$ cat config.mk
export PLATFORM = sky130hd
export DESIGN_NAME = xadc_seq_reader
export DESIGN_NICKNAME = d
export VERILOG_FILES = /design/src/rtl/xadc_seq_pkg.sv /design/src/rtl/xadc_seq_reader.sv
export SDC_FILE = /design/constraint.sdc
export NUM_CORES = 1
export LEC_CHECK = 0
export BUFFER_PORTS_ARGS = -buffer_cell sky130_fd_sc_hd__buf_2
export CAP_MARGIN = 30
export CORE_ASPECT_RATIO = 0.9
export CORE_UTILIZATION = 52
export CTS_CLUSTER_DIAMETER = 200
export DETAILED_ROUTE_END_ITERATION = 10
export MAX_ROUTING_LAYER = met4
export PLACE_DENSITY = 0.84
export SLEW_MARGIN = 5
export SYNTH_ARGS = -nofsm -noshare
export SYNTH_HDL_FRONTEND = slang
export SYNTH_SLANG_ARGS = --single-unit
$ cat constraint.sdc
create_clock -name DCLK -period 5.6 [get_ports DCLK]
set_input_delay 0.56 -clock DCLK [delete_from_list [all_inputs] [get_ports DCLK]]
set_output_delay 0.56 -clock DCLK [all_outputs]
set_load 0.05 [all_outputs]
$ cat src/rtl/xadc_seq_pkg.sv
// Shared constants for the XADC sequence reader: FSM encoding, DRP addresses
// and the 12-bit result formatter.
package xadc_seq_pkg;

  localparam logic [1:0] ST_INIT      = 2'd0;
  localparam logic [1:0] ST_WAIT_EOS  = 2'd1;
  localparam logic [1:0] ST_WAIT_DRDY = 2'd2;
  localparam logic [1:0] ST_PUBLISH   = 2'd3;

  localparam logic [6:0] ADDR_VPVN  = 7'h03;
  localparam logic [6:0] ADDR_VAUX0 = 7'h10;
  localparam logic [6:0] ADDR_VAUX8 = 7'h18;
  localparam logic [6:0] ADDR_CFG0  = 7'h40;

  // XADC conversion results are left-justified in the 16-bit DO word.
  function automatic logic [11:0] fmt12(input logic [15:0] d);
    return d[15:4];
  endfunction

endpackage

$ cat src/rtl/xadc_seq_reader.sv
// DRP master that reads NUM_CH XADC result registers after each end-of-sequence
// and publishes the frame with a FIFO strobe. Optional: XADC_SEQ_DRDY_TIMEOUT_EN.
module xadc_seq_reader
  import xadc_seq_pkg::*;
#(
  parameter int                  NUM_CH      = 2,
  parameter logic [NUM_CH*7-1:0] CH_ADDRS    = {ADDR_VAUX8, ADDR_VAUX0},
  parameter int                  SAMPLE_W    = 16,
  parameter int                  DECIM       = 1,
  parameter int                  TIMEOUT_CYC = 1024
) (
  input  logic                         DCLK,
  input  logic                         RESET_N,
  input  logic                         BUSY,
  input  logic                         EOS,
  input  logic                         DRDY,
  input  logic [15:0]                  DO,
  input  logic                         CLR_FLAGS,
  output logic [6:0]                   DADDR,
  output logic                         DEN,
  output logic                         DWE,
  output logic [15:0]                  DI,
  output logic [NUM_CH*SAMPLE_W-1:0]   SAMPLES,
  output logic                         FIFO_EN,
  output logic                         OVERRUN,
  output logic                         TIMEOUT
);

  localparam int IDX_W = (NUM_CH > 1) ? $clog2(NUM_CH) : 1;
  localparam logic [IDX_W-1:0] LAST_IDX = IDX_W'(NUM_CH - 1);
  localparam logic [15:0]      DEC_LAST = 16'(DECIM - 1);

  if (NUM_CH < 1 || NUM_CH > 16) begin : g_bad_num_ch
    $error("NUM_CH must be in 1..16");
  end
  if (SAMPLE_W != 12 && SAMPLE_W != 16) begin : g_bad_sample_w
    $error("SAMPLE_W must be 12 or 16");
  end
  if (DECIM < 1 || DECIM > 65535) begin : g_bad_decim
    $error("DECIM must be in 1..65535");
  end
  if (TIMEOUT_CYC < 1 || TIMEOUT_CYC > 65535) begin : g_bad_timeout_cyc
    $error("TIMEOUT_CYC must be in 1..65535");
  end

  logic [1:0]                 state;
  logic [IDX_W-1:0]           slot_idx;
  logic [IDX_W-1:0]           next_idx;
  logic [15:0]                dec_cnt;
  logic                       eos_pending;
  logic                       start;
  logic                       to_fire;
  logic [SAMPLE_W-1:0]        sample_fmt;
  logic [NUM_CH*SAMPLE_W-1:0] shadow;
  logic [NUM_CH*SAMPLE_W-1:0] frame_next;

  assign DWE = 1'b0;
  assign DI  = 16'h0000;

  assign start    = (state == ST_WAIT_EOS) && (eos_pending || EOS);
  assign next_idx = slot_idx + IDX_W'(1);

  if (SAMPLE_W == 12) begin : g_fmt12
    assign sample_fmt = fmt12(DO);
  end else begin : g_fmt16
    assign sample_fmt = DO;
  end

  // NOTE: give every always_comb output a full default before any partial
  // update so no path leaves it unassigned and a latch is inferred.
  always_comb begin
    frame_next = shadow;
    frame_next[SAMPLE_W*slot_idx +: SAMPLE_W] = sample_fmt;
  end

  // NOTE: the shadow frame is storage, not control, so it carries no reset;
  // every slot is rewritten before a frame can be published.
  always_ff @(posedge DCLK) begin
    if (state == ST_WAIT_DRDY && DRDY) shadow <= frame_next;
  end

  // Publication is decided on the last DRDY so FIFO_EN and SAMPLES are both
  // registered and valid during the PUBLISH cycle itself.
  // NOTE: sequential state uses non-blocking assignments only, so every
  // register samples pre-edge values regardless of statement order.
  always_ff @(posedge DCLK) begin
    if (!RESET_N) begin
      state       <= ST_INIT;
      DEN         <= 1'b0;
      FIFO_EN     <= 1'b0;
      OVERRUN     <= 1'b0;
      DADDR       <= '0;
      SAMPLES     <= '0;
      slot_idx    <= '0;
      dec_cnt     <= '0;
      eos_pending <= 1'b0;
    end else begin
      DEN         <= 1'b0;
      FIFO_EN     <= 1'b0;
      // An EOS landing in the same cycle a pending frame starts is a new event.
      eos_pending <= start ? (eos_pending & EOS) : (eos_pending | EOS);

      if (EOS && (state == ST_WAIT_DRDY || state == ST_PUBLISH)) OVERRUN <= 1'b1;
      else if (CLR_FLAGS)                                        OVERRUN <= 1'b0;

      case (state)
        ST_INIT: begin
          if (!BUSY) state <= ST_WAIT_EOS;
        end
        ST_WAIT_EOS: begin
          if (start) begin
            slot_idx <= '0;
            DADDR    <= CH_ADDRS[6:0];
            DEN      <= 1'b1;
            state    <= ST_WAIT_DRDY;
          end
        end
        ST_WAIT_DRDY: begin
          if (DRDY) begin
            if (slot_idx != LAST_IDX) begin
              slot_idx <= next_idx;
              DADDR    <= CH_ADDRS[7*next_idx +: 7];
              DEN      <= 1'b1;
            end else begin
              state <= ST_PUBLISH;
              if (dec_cnt == DEC_LAST) begin
                SAMPLES <= frame_next;
                FIFO_EN <= 1'b1;
                dec_cnt <= '0;
              end else begin
                dec_cnt <= dec_cnt + 16'd1;
              end
            end
          end else if (to_fire) begin
            state <= ST_WAIT_EOS;
          end
        end
        default: begin
          state <= ST_WAIT_EOS;
        end
      endcase
    end
  end

`ifdef XADC_SEQ_DRDY_TIMEOUT_EN
  localparam logic [15:0] TO_LAST = 16'(TIMEOUT_CYC - 1);
  logic [15:0] to_cnt;

  assign to_fire = (state == ST_WAIT_DRDY) && !DRDY && (to_cnt == TO_LAST);

  // The count is held at zero outside WAIT_DRDY and on every DRDY, so it
  // restarts with each DEN.
  always_ff @(posedge DCLK) begin
    if (!RESET_N) begin
      to_cnt  <= '0;
      TIMEOUT <= 1'b0;
    end else begin
      to_cnt <= (state != ST_WAIT_DRDY || DRDY) ? 16'd0 : to_cnt + 16'd1;
      if (to_fire)        TIMEOUT <= 1'b1;
      else if (CLR_FLAGS) TIMEOUT <= 1'b0;
    end
  end
`else
  assign to_fire = 1'b0;
  assign TIMEOUT = 1'b0;
`endif

endmodule

# Yosys cells after proc, flatten, opt, wreduce, memory -nomap -nowiden
# Index checks and enable logic that the tools add are counted.
word_totals:
  register_bits: 94
  in_bits: 22
  out_inout_bits: 60
  wordCells: 65
classes:
  addsub: 3
  multipliers: 1
  n_eq_ne: 8
  shifts: 3
  muxes: 23
  bitwise_logic: 2
  n_reduce_logical: 15
op_table:
  columns: ["cell", "n"]
  rows:
  - ["5-bit negator with 34-bit output", 1]
  - ["16-bit by 34-bit variable shift with 32-bit output, first input constant", 1]
  - ["16-bit by 34-bit variable part select with 32-bit output", 1]
  - ["32-bit bitwise mux", 1]
  - ["7-bit two-way mux", 3]
  - ["16-bit by 1-bit adder with 16-bit output, second input constant", 1]
  - ["16-bit zero test", 1]
  - ["16-bit two-way mux", 1]
  - ["4-bit AND reduction", 4]
  - ["7-bit one-hot mux with 2 select lines", 1]
  - ["14-bit by 5-bit variable part select with 7-bit output, first input constant", 1]
  - ["1-bit two-way mux", 10]
  - ["2-bit inequality test, second input constant", 5]
  - ["2-bit two-way mux", 4]
  - ["2-bit one-hot mux with 3 select lines", 1]
  - ["3-bit AND reduction", 2]
  - ["2-bit equality test, second input constant", 2]
  - ["3-bit by 1-bit multiplier with 4-bit output, first input constant", 1]
  - ["1-bit one-hot mux with 2 select lines", 2]
  - ["2-bit nonzero test", 2]
  - ["1-bit logical AND", 3]
  - ["2-bit by 1-bit equality test with 1-bit output, second input constant", 1]
  - ["2-bit zero test", 1]
  - ["1-bit logical OR", 2]
  - ["3 further kinds", 3]

# Longest topological paths before layout
# Gate-level depths: netlist of the first run.
depth:
  ltp_word: 6
  mapped_depth: 9
  depth_no_buf: 6

# Least setup slack after synthesis of the first run
# Ideal clock, no wire load.
synth_timing:
  path_kind: "register -> register"
  startpoint: "register state[0]"
  endpoint: "register dec_cnt[15]"
  setup_ns: 0.070
  arrival_time_ns: 1.753
  required_time_ns: 5.530
  slack_ns: 3.777
  stages_incl_launch_ff: 8
  n_path_buf: 1
  period_less_slack_ns: 1.823
  cell_sequence: "dfxtp_1 > inv_1 > ha_1 > buf_2 > nand3_2 > or2_1 > or4_1 > a21oi_1"
synth_via:
  elab_chain_cells: 2
synth_lines:
  columns: ["element", "line", "text"]
  rows:
  - ["start, declared", "xadc_seq_reader.sv:46", "logic [1:0] state;"]
  - ["start signal, assigned", "xadc_seq_reader.sv:88", "state <= ST_INIT;"]
  - ["start signal, assigned", "xadc_seq_reader.sv:108", "if (!BUSY) state <= ST_WAIT_EOS;"]
  - ["start signal, assigned", "xadc_seq_reader.sv:115", "state <= ST_WAIT_DRDY;"]
  - ["2-bit equality test", "xadc_seq_reader.sv:106", "case (state)"]
  - ["3-bit AND reduction (no source line)", null, null]
  - ["end signal, assigned", "xadc_seq_reader.sv:131", "dec_cnt <= dec_cnt + 16'd1;"]
  - ["end, declared", "xadc_seq_reader.sv:49", "logic [15:0] dec_cnt;"]
# No other way between the ends.
# A chain may end at the register's enable or synchronous reset.

# Worst setup path in the final report of the first run
layout_timing:
  startpoint: "register dec_cnt[2]"
  endpoint: "register SAMPLES[29]"
layout_via:
  elab_chain_cells: 2
layout_lines:
  columns: ["element", "line", "text"]
  rows:
  - ["16-bit zero test", "xadc_seq_reader.sv:126", "if (dec_cnt == DEC_LAST) begin"]
  - ["4-bit AND reduction (no source line)", null, null]
  - ["end signal, assigned", "xadc_seq_reader.sv:127", "SAMPLES <= frame_next;"]
  - ["end, declared", "xadc_seq_reader.sv:23", "output logic [NUM_CH*SAMPLE_W-1:0] SAMPLES,"]
# No other way between the ends.

==> results.cfg, run 1 <==
[sta]
setup_ws_ns = 2.82
hold_violations = 0
setup_viol = 0
min_period_ns = 2.78
slew_headroom_pct = 44.5
grt_setup_unrepaired = false
clock.fmax_mhz = 360
tns_ns = 0
fin_skew_ns = 0.00976
worst_slew_pin_slew_ns = 0.830
slew_viol_final = 0
period_share_pct = 49.6

[grt]
busiest_layer = met2
grt_pass1_wl_um = 12700
grtUsageMet3_pct = 5.94
grt_use_total_pct = 20.9
grt_pass1_vias = 2564
use_met1_pct = 26.1
grt_overflow_total = 0
use_met2_pct = 33.4
antenna_found_initial = 0
grt_max_degree = 43

[synthesis]
ys_seq_area_share_pct = 51.8
synth_fa_ha_area_share_pct = 2.16
synth_area_per_cell_um2 = 11.8
synthArstFlopShare_pct = 0
synth_cell_types = 43
synthCells = 343
synth_area_leaders = dfxtp_1 28%, edfxtp_1 24%, mux2_2 8.9%
synthFlopType = dfxtp_1
yosys.area_share.simple_pct = 14.8
yosysWarnings = 0
syn_area_um2 = 4060
synth_top_cell_area_share_pct = 28.1
synth_mux_area_share_pct = 9.38
synth_top_cell_by_area = dfxtp_1
synth_seq_cells = 89
synth-compound-area-share_pct = 11.2
synth_top_family_by_area = simple AND/OR/NAND/NOR gates
synth_edf_count = 32
synthXorXnorAreaFrac_pct = 2.38

[floorplan]
io_pins = 82
coreArea_um2 = 7540
fp.dieW_um = 95.1
start_util_pct = 53.8
fp-row-count = 30
die-area_um2 = 8160
die_h_um = 85.8

[final_layout]
num_antenna_cells = 0
fill_cells = 612
drive_gt1_share_pct = 28.4
final_cells = 494
design_area_um2 = 4480
fin_nets = 422
syn_to_final_growth_pct = 10.3
layout_commonest_cell = buf_2
final_cell_mix = 58 x buf_2, 57 x dfxtp_1, 33 x o211a_1

[setup_path]
cpMaxStageDelayCell = nor2_4
cp.arrival_ns = 3.08
worstPathRequired_ns = 5.90
max_stage_delay_ns = 0.67
cp_cell_sequence = or4_4 > nor2_4 > and2_1 > buf_8 > o211a_1
r2r_slack_ns = 2.82
r2r-start = dec_cnt[2]$_SDFFE_PN0P_
r2r-end = SAMPLES[29]$_SDFFE_PN0P_
crit_fanout = 35
cp-end-kind = flop
path_class = flop to flop
reg2regPathDepth = 5
crit_path_start_kind = flop

[route]
routed_wl_um = 7920
firstDrtPassIters = 5
drc = 0
num_vias = 2786
postRouteAntennaNets = 0
wl_per_cell_um = 16.0
drt_iter0_drc = 173
vias_per_cell = 5.64

[power]
power_switching_uw = 388
switching_share_pct = 28.0
p_clk_share_pct = 30.6
internal_power_uw = 996
finalPower_mw = 1.38
ir_drop_mv = 0.160
power.density_nw_per_um2 = 309
pwr-share-seq_pct = 52.7
leakagePower_nw = 2.15
combPwrFrac_pct = 16.7

[clock_network]
h-tree-depth = 3
postCtsHoldBufs = 0
insertion_delay_ns = 0.36
cts-root-buf = clkbuf_8
post_cts_buffers = 0
cts.repair.resized = 0
cts_tree = yes
cts_made_buffers = 9
clock_sinks = 89
clock_path_buffers = 2
clk_pin_slew_worst_paths_ns = 0.09

[placement]
hpwl_um = 5320
routabilityCongestion = 0.833
place_area_um2 = 4290
io_buffers = 58
place_inst = 478
preCtsSetupSlack_ns = 2.89

[worst_hold_path]
whs_endpoint = OVERRUN$_SDFFE_PN0P_
holdPathStages = 3
min_from = CLR_FLAGS
hp-class = input port to flop

[run_status]
status = complete, no violations

[run]
maxCapViolCount = 0
==> cell families (layout without fill, tap and decap cells) <==
kind of cell | after synthesis | count (layout)
buffers and inverters | 52 | 85
adders and majority gates | 7 | 7
AOI/OAI and AO/OA | 54 | 54
muxes | 34 | 34
xor gates and xnor gates | 11 | 11
other | 1 | 23
DFF | 89 | 89
and+or+nand+nor | 95 | 95
==> per-layer routing <==
metal  vias up  wire (µm)
met4         0         63
li1       1305          -
met3        10        437
met1      1367       3450
met2       104       3970
met5         -          0
==> Yosys cell counts (5+ instances only) <==
cell type and number:
a21oi_1 8, buf_2 10, buf_4 25, dfxtp_1 57, edfxtp_1 32, ha_1 7, inv_1 7, mux2_2 32
nand2_1 8, nand3_1 5, nand3b_1 32, nand4_1 5, nor2_1 15, o211a_1 33, o21ai_0 7, xnor2_1 6
xor2_1 5
==> worst max-delay path: cells and delay by family (launching register included) <==
kind	cells	cell delay [ns]
AO/OA/AOI/OAI	1	0.16
buffers and inverters	1	0.25
flip-flops	1	0.40
AND/OR/NAND/NOR	3	1.90
==> worst max path at each step <==
stage	cells past startpoint	endpoint	from
after floorplan	7	dec_cnt[15]$_SDFFE_PN0P_	state[0]$_SDFFE_PN0P_
after global placement	4	SAMPLES[16]$_SDFFE_PN0P_	dec_cnt[2]$_SDFFE_PN0P_
after detailed placement	5	SAMPLES[29]$_SDFFE_PN0P_	dec_cnt[2]$_SDFFE_PN0P_
after CTS	5	SAMPLES[29]$_SDFFE_PN0P_	dec_cnt[2]$_SDFFE_PN0P_
after global routing	5	SAMPLES[21]$_SDFFE_PN0P_	dec_cnt[2]$_SDFFE_PN0P_
final	5	SAMPLES[29]$_SDFFE_PN0P_	dec_cnt[2]$_SDFFE_PN0P_
==> power by group through the flow <==
stage          registers (mW)  clock network [mW]  logic, mW
5_1_grt                 0.733               0.460      0.250
2_1_floorplan           0.771                   0      0.167
3_3_place_gp            0.741                   0      0.222
4_1_cts                 0.729               0.432      0.231
6_report                0.729               0.423      0.231
3_5_place_dp            0.744                   0      0.230
==> flip-flops by register name, indices dropped and copies added, names as in the netlist, 2 cells and up <==
name,flops
DADDR,2
SAMPLES,32
dec_cnt,16
shadow,32
state,2
==> area by class of cell <==
class                   count  area [µm²]  area share, %
clock buffers              11         131           2.94
flip-flops and latches     89        2100           47.0
multi-input cells         224        1710           38.2
repair buffers             62         328           7.32
clock inverters             5        56.3           1.26
inverters                   7        26.3          0.587
well taps                  96         120           2.68
==> metrics by stage <==
step	hold slack, ns	util, %
2_1_floorplan	0.447	-
3_3_place_gp	0.462	56.6
3_5_place_dp	0.474	56.8
4_1_cts	0.463	59.3
5_1_grt	0.459	59.3
6_report	0.473	59.3
No activity file was read; power rests on OpenSTA's default activity.
==> run 2: changes to the inputs <==
CORE_UTILIZATION = 49   (was 52)
PLACE_DENSITY = 0.83   (was 0.84)
clock period = 2.4 ns   (was 5.6 ns; I/O delays follow)
==> results.cfg, run 2 (same netlist as run 1, synthesis figures left out) <==
[setup_path]
cp.arrival_ns = 2.37
cp-end-kind = flop
critPathLaunch = state[0]$_SDFFE_PN0P_
r2r-start = state[0]$_SDFFE_PN0P_
path_class = flop to flop
worstPathRequired_ns = 2.70
crit_fanout = 9
crit_path_start_kind = flop

[route]
top_layer = met4
drt_iter0_drc = 166
vias_per_cell = 5.48
wl_per_cell_um = 15.1
routed_wl_um = 7580
drc = 6
postRouteAntennaNets = 0
num_vias = 2744
wl_met3_um = 354
met1_length_um = 3520
wl_met2_um = 3640
firstDrtPassIters = 10

[clock_network]
clock_path_buffers = 2
post_cts_buffers = 0
cts-root-buf = clkbuf_8
h-tree-depth = 3
clock_sinks = 89
cts_made_buffers = 9
clk_pin_slew_worst_paths_ns = 0.09
cts.repair.resized = 0
insertion_delay_ns = 0.36
postCtsHoldBufs = 0
cts_tree = yes

[grt]
grt_max_degree = 39
grt_overflow_total = 0
grt_use_total_pct = 18.3
antenna_found_initial = 0
grt_pass1_wl_um = 12000
grt_pass1_vias = 2502

[final_layout]
fin_nets = 426
multi_input_area_um2 = 1710
final_cell_mix = 58 x buf_2, 57 x dfxtp_1, 33 x o211a_1
fill_cells = 672
num_antenna_cells = 0
top_regs = SAMPLES (32), shadow (32), dec_cnt (16)
regArea_um2 = 2100
final_core_util_pct = 56.1
layout_commonest_cell = buf_2
design_area_um2 = 4510
drive_gt1_share_pct = 29.1
final_cells = 501
syn_to_final_growth_pct = 11.1

[run_status]
violations = design-rule violations
status = finished, violations left

[sta]
min_period_ns = 2.08
hold_violations = 0
setup_ws_ns = 0.324
fin_skew_ns = 0.0105
period_share_pct = 86.5
whs_ns = 0.147
slew_headroom_pct = 65.4
tns_ns = 0
setup_viol = 0
clock.fmax_mhz = 482
worst_slew_pin_slew_ns = 0.520
slew_viol_final = 0
grt_setup_unrepaired = false

[power]
leakagePower_nw = 2.16
ir_drop_mv = 0.378
power.density_nw_per_um2 = 719
finalPower_mw = 3.24

[worst_hold_path]
min_from = CLR_FLAGS
hp-class = input port to flop

[floorplan]
fp-row-count = 31
fp.dieW_um = 97.9
coreArea_um2 = 8030
start_util_pct = 50.5
die-area_um2 = 8650
die_h_um = 88.3
io_pins = 82

[placement]
routabilityCongestion = 0.854
io_buffers = 58
hpwl_um = 5020
place_area_um2 = 4310
preCtsSetupSlack_ns = 0.355
place_inst = 485

[run]
maxCapViolCount = 0
[run 2: cell count changes in the layout (fill, tap and decap cells not counted), sizes merged]
cell	before	now
clkbuf	11	9
buf	62	66
inv	7	8
clkinvlp	1	2
[run 2: per-layer routing]
| layer | vias to the layer above | GRT usage [%] |
|---|---|---|
| li1 | 1315 | - |
| met1 | 1342 | 23.2 |
| met2 | 80 | 29.1 |
| met3 | 7 | 4.34 |
| met4 | 0 | 6.47 |
| met5 | - | - |
[run 2: final cells by class]
class,count,share of cell area (%)
clock inverter,7,1.55
inverter,7,0.583
clock buffer,9,2.75
tap,99,2.75
timing repair buffer,66,7.77
sequential,89,46.6
multi-input combinational,224,38.0
[run 2: critical path, cell delays in order, from the launching register on]
cell     delay [ns]
dfxtp_1        0.36
inv_1          0.10
ha_1           0.31
nand3_2        0.28
or2_1          0.36
or4_1          0.48
a21oi_1        0.14
[run 2: path summary, 6_finish.rpt]
kind,to,slack [ns],cells past startpoint
setup / recovery,dec_cnt[15]$_SDFFE_PN0P_,0.32,6
hold / removal,OVERRUN$_SDFFE_PN0P_,0.15,3
setup reg to reg,dec_cnt[15]$_SDFFE_PN0P_,0.32,6
hold reg to reg,OVERRUN$_SDFFE_PN0P_,0.48,2
[run 2: report_power, final]
part           switching (mW)  leakage [nW]  internal [mW]
clock                   0.525        0.0909          0.479
sequential             0.0383         0.750           1.66
combinational           0.353          1.32          0.182
total                   0.916          2.16           2.32
==> run 3: changes to the inputs <==
BUFFER_PORTS_ARGS = -buffer_cell sky130_fd_sc_hd__buf_4   (was -buffer_cell sky130_fd_sc_hd__buf_2)
==> results.cfg, run 3 (same netlist as run 1, synthesis figures left out) <==
[run_status]
status = finished, violations left
violations = design-rule violations

[setup_path]
worstPathRequired_ns = 2.69
cp-end-kind = flop
max_stage_delay_ns = 0.48
crit_fanout = 9
path_class = flop to flop
reg2regPathDepth = 6
crit_buf_inv = 1
r2r-start = state[0]$_SDFFE_PN0P_
cp.arrival_ns = 2.40
crit_path_start_kind = flop
cp_cell_sequence = inv_1 > ha_1 > nand3_2 > or2_1 > or4_1 > a21oi_1
critPathLaunch = state[0]$_SDFFE_PN0P_
cp_top_family = simple AND/OR/NAND/NOR gates
r2r_slack_ns = 0.29
cp_num_cells = 6
cpMaxStageDelayCell = or4_1

[clock_network]
cts-root-buf = clkbuf_8
clock_path_buffers = 2
postCtsHoldBufs = 0
post_cts_buffers = 0
cts_made_buffers = 9
clock_sinks = 89
cts.repair.resized = 0
clk_pin_slew_worst_paths_ns = 0.08
cts_tree = yes
h-tree-depth = 3
insertion_delay_ns = 0.37

[final_layout]
layout_commonest_cell = buf_4
fin_nets = 425
drive_gt1_share_pct = 29.2
num_antenna_cells = 0
syn_to_final_growth_pct = 14.6
fill_cells = 641
top_regs = SAMPLES (32), shadow (32), dec_cnt (16)
final_core_util_pct = 57.9
final_cell_mix = 65 x buf_4, 57 x dfxtp_1, 33 x o211a_1

[placement]
routabilityCongestion = 0.809
io_buffers = 58
hpwl_um = 5160

[worst_hold_path]
hp-class = input port to flop
min_from = CLR_FLAGS
holdPathStages = 3

[power]
ir_drop_mv = 0.403
power.density_nw_per_um2 = 707
leakagePower_nw = 2.17

[route]
firstDrtPassIters = 8
wl_per_cell_um = 15.4
routed_wl_um = 7720
vias_per_cell = 5.51
drc = 6
num_vias = 2754
postRouteAntennaNets = 0
drt_iter0_drc = 150
top_layer = met4
met1_length_um = 3360
wl_met3_um = 426
wl_met2_um = 3810

[floorplan]
coreArea_um2 = 8030
fp.dieW_um = 97.9
fp-row-count = 31
die_h_um = 88.3
start_util_pct = 50.5
die-area_um2 = 8650
io_pins = 82

[sta]
min_period_ns = 2.11
setup_viol = 0
grt_setup_unrepaired = false
tns_ns = 0
hold_violations = 0
fin_skew_ns = 0.0122
period_share_pct = 87.9
clock.fmax_mhz = 474
slew_headroom_pct = 66.5
worst_slew_pin_slew_ns = 0.503
slew_viol_final = 0

[grt]
grt_pass1_vias = 2603
grt_use_total_pct = 19.0
grt_pass1_wl_um = 12400
antenna_found_initial = 0
grt_max_degree = 43
grt_overflow_total = 0

[run]
maxCapViolCount = 0
## run 3: where the power goes
group | switching (mW) | internal, mW
clock | 0.535 | 0.487
combinational | 0.355 | 0.204
sequential | 0.0400 | 1.66
## run 3: layout make-up
type	instances	area [µm²]	share of cell area [%]
clock buffers	10	128	2.75
clock inverters	6	67.6	1.45
inverters	7	26.3	0.565
multi-input cells	224	1710	36.8
flip-flops and latches	89	2100	45.2
well taps	99	124	2.67
repair buffers	65	488	10.5
## run 3: worst min-delay path: stages
cell,delay [ns]
buf_4,0.07
nand2b_1,0.08
a21boi_0,0.06
## run 3: worst paths after layout
check / endpoint
setup / recovery: dec_cnt[15]$_SDFFE_PN0P_
hold / removal: OVERRUN$_SDFFE_PN0P_
setup reg to reg: dec_cnt[15]$_SDFFE_PN0P_
hold reg to reg: OVERRUN$_SDFFE_PN0P_
## run 3: through the flow
stage | worst slack [ns] | hold WS (ns) | instances | power (mW) | instance area, µm²
after floorplan | 0.577 | 0.393 | 365 | 2.19 | 4140
after detailed placement | 0.315 | 0.482 | 484 | 2.30 | 4450
after CTS | 0.302 | 0.128 | 500 | 3.32 | 4650
after global routing | 0.173 | 0.147 | 500 | 3.42 | 4650
after global placement | 0.386 | 0.474 | 484 | 2.28 | 4450
final | 0.291 | 0.139 | 500 | 3.28 | 4650
## run 3: metal layers
metal,up-vias,global-route usage (%)
met1,1341,22.7
met5,-,-
met4,0,8.26
met3,10,4.34
met2,90,31.0
li1,1313,-
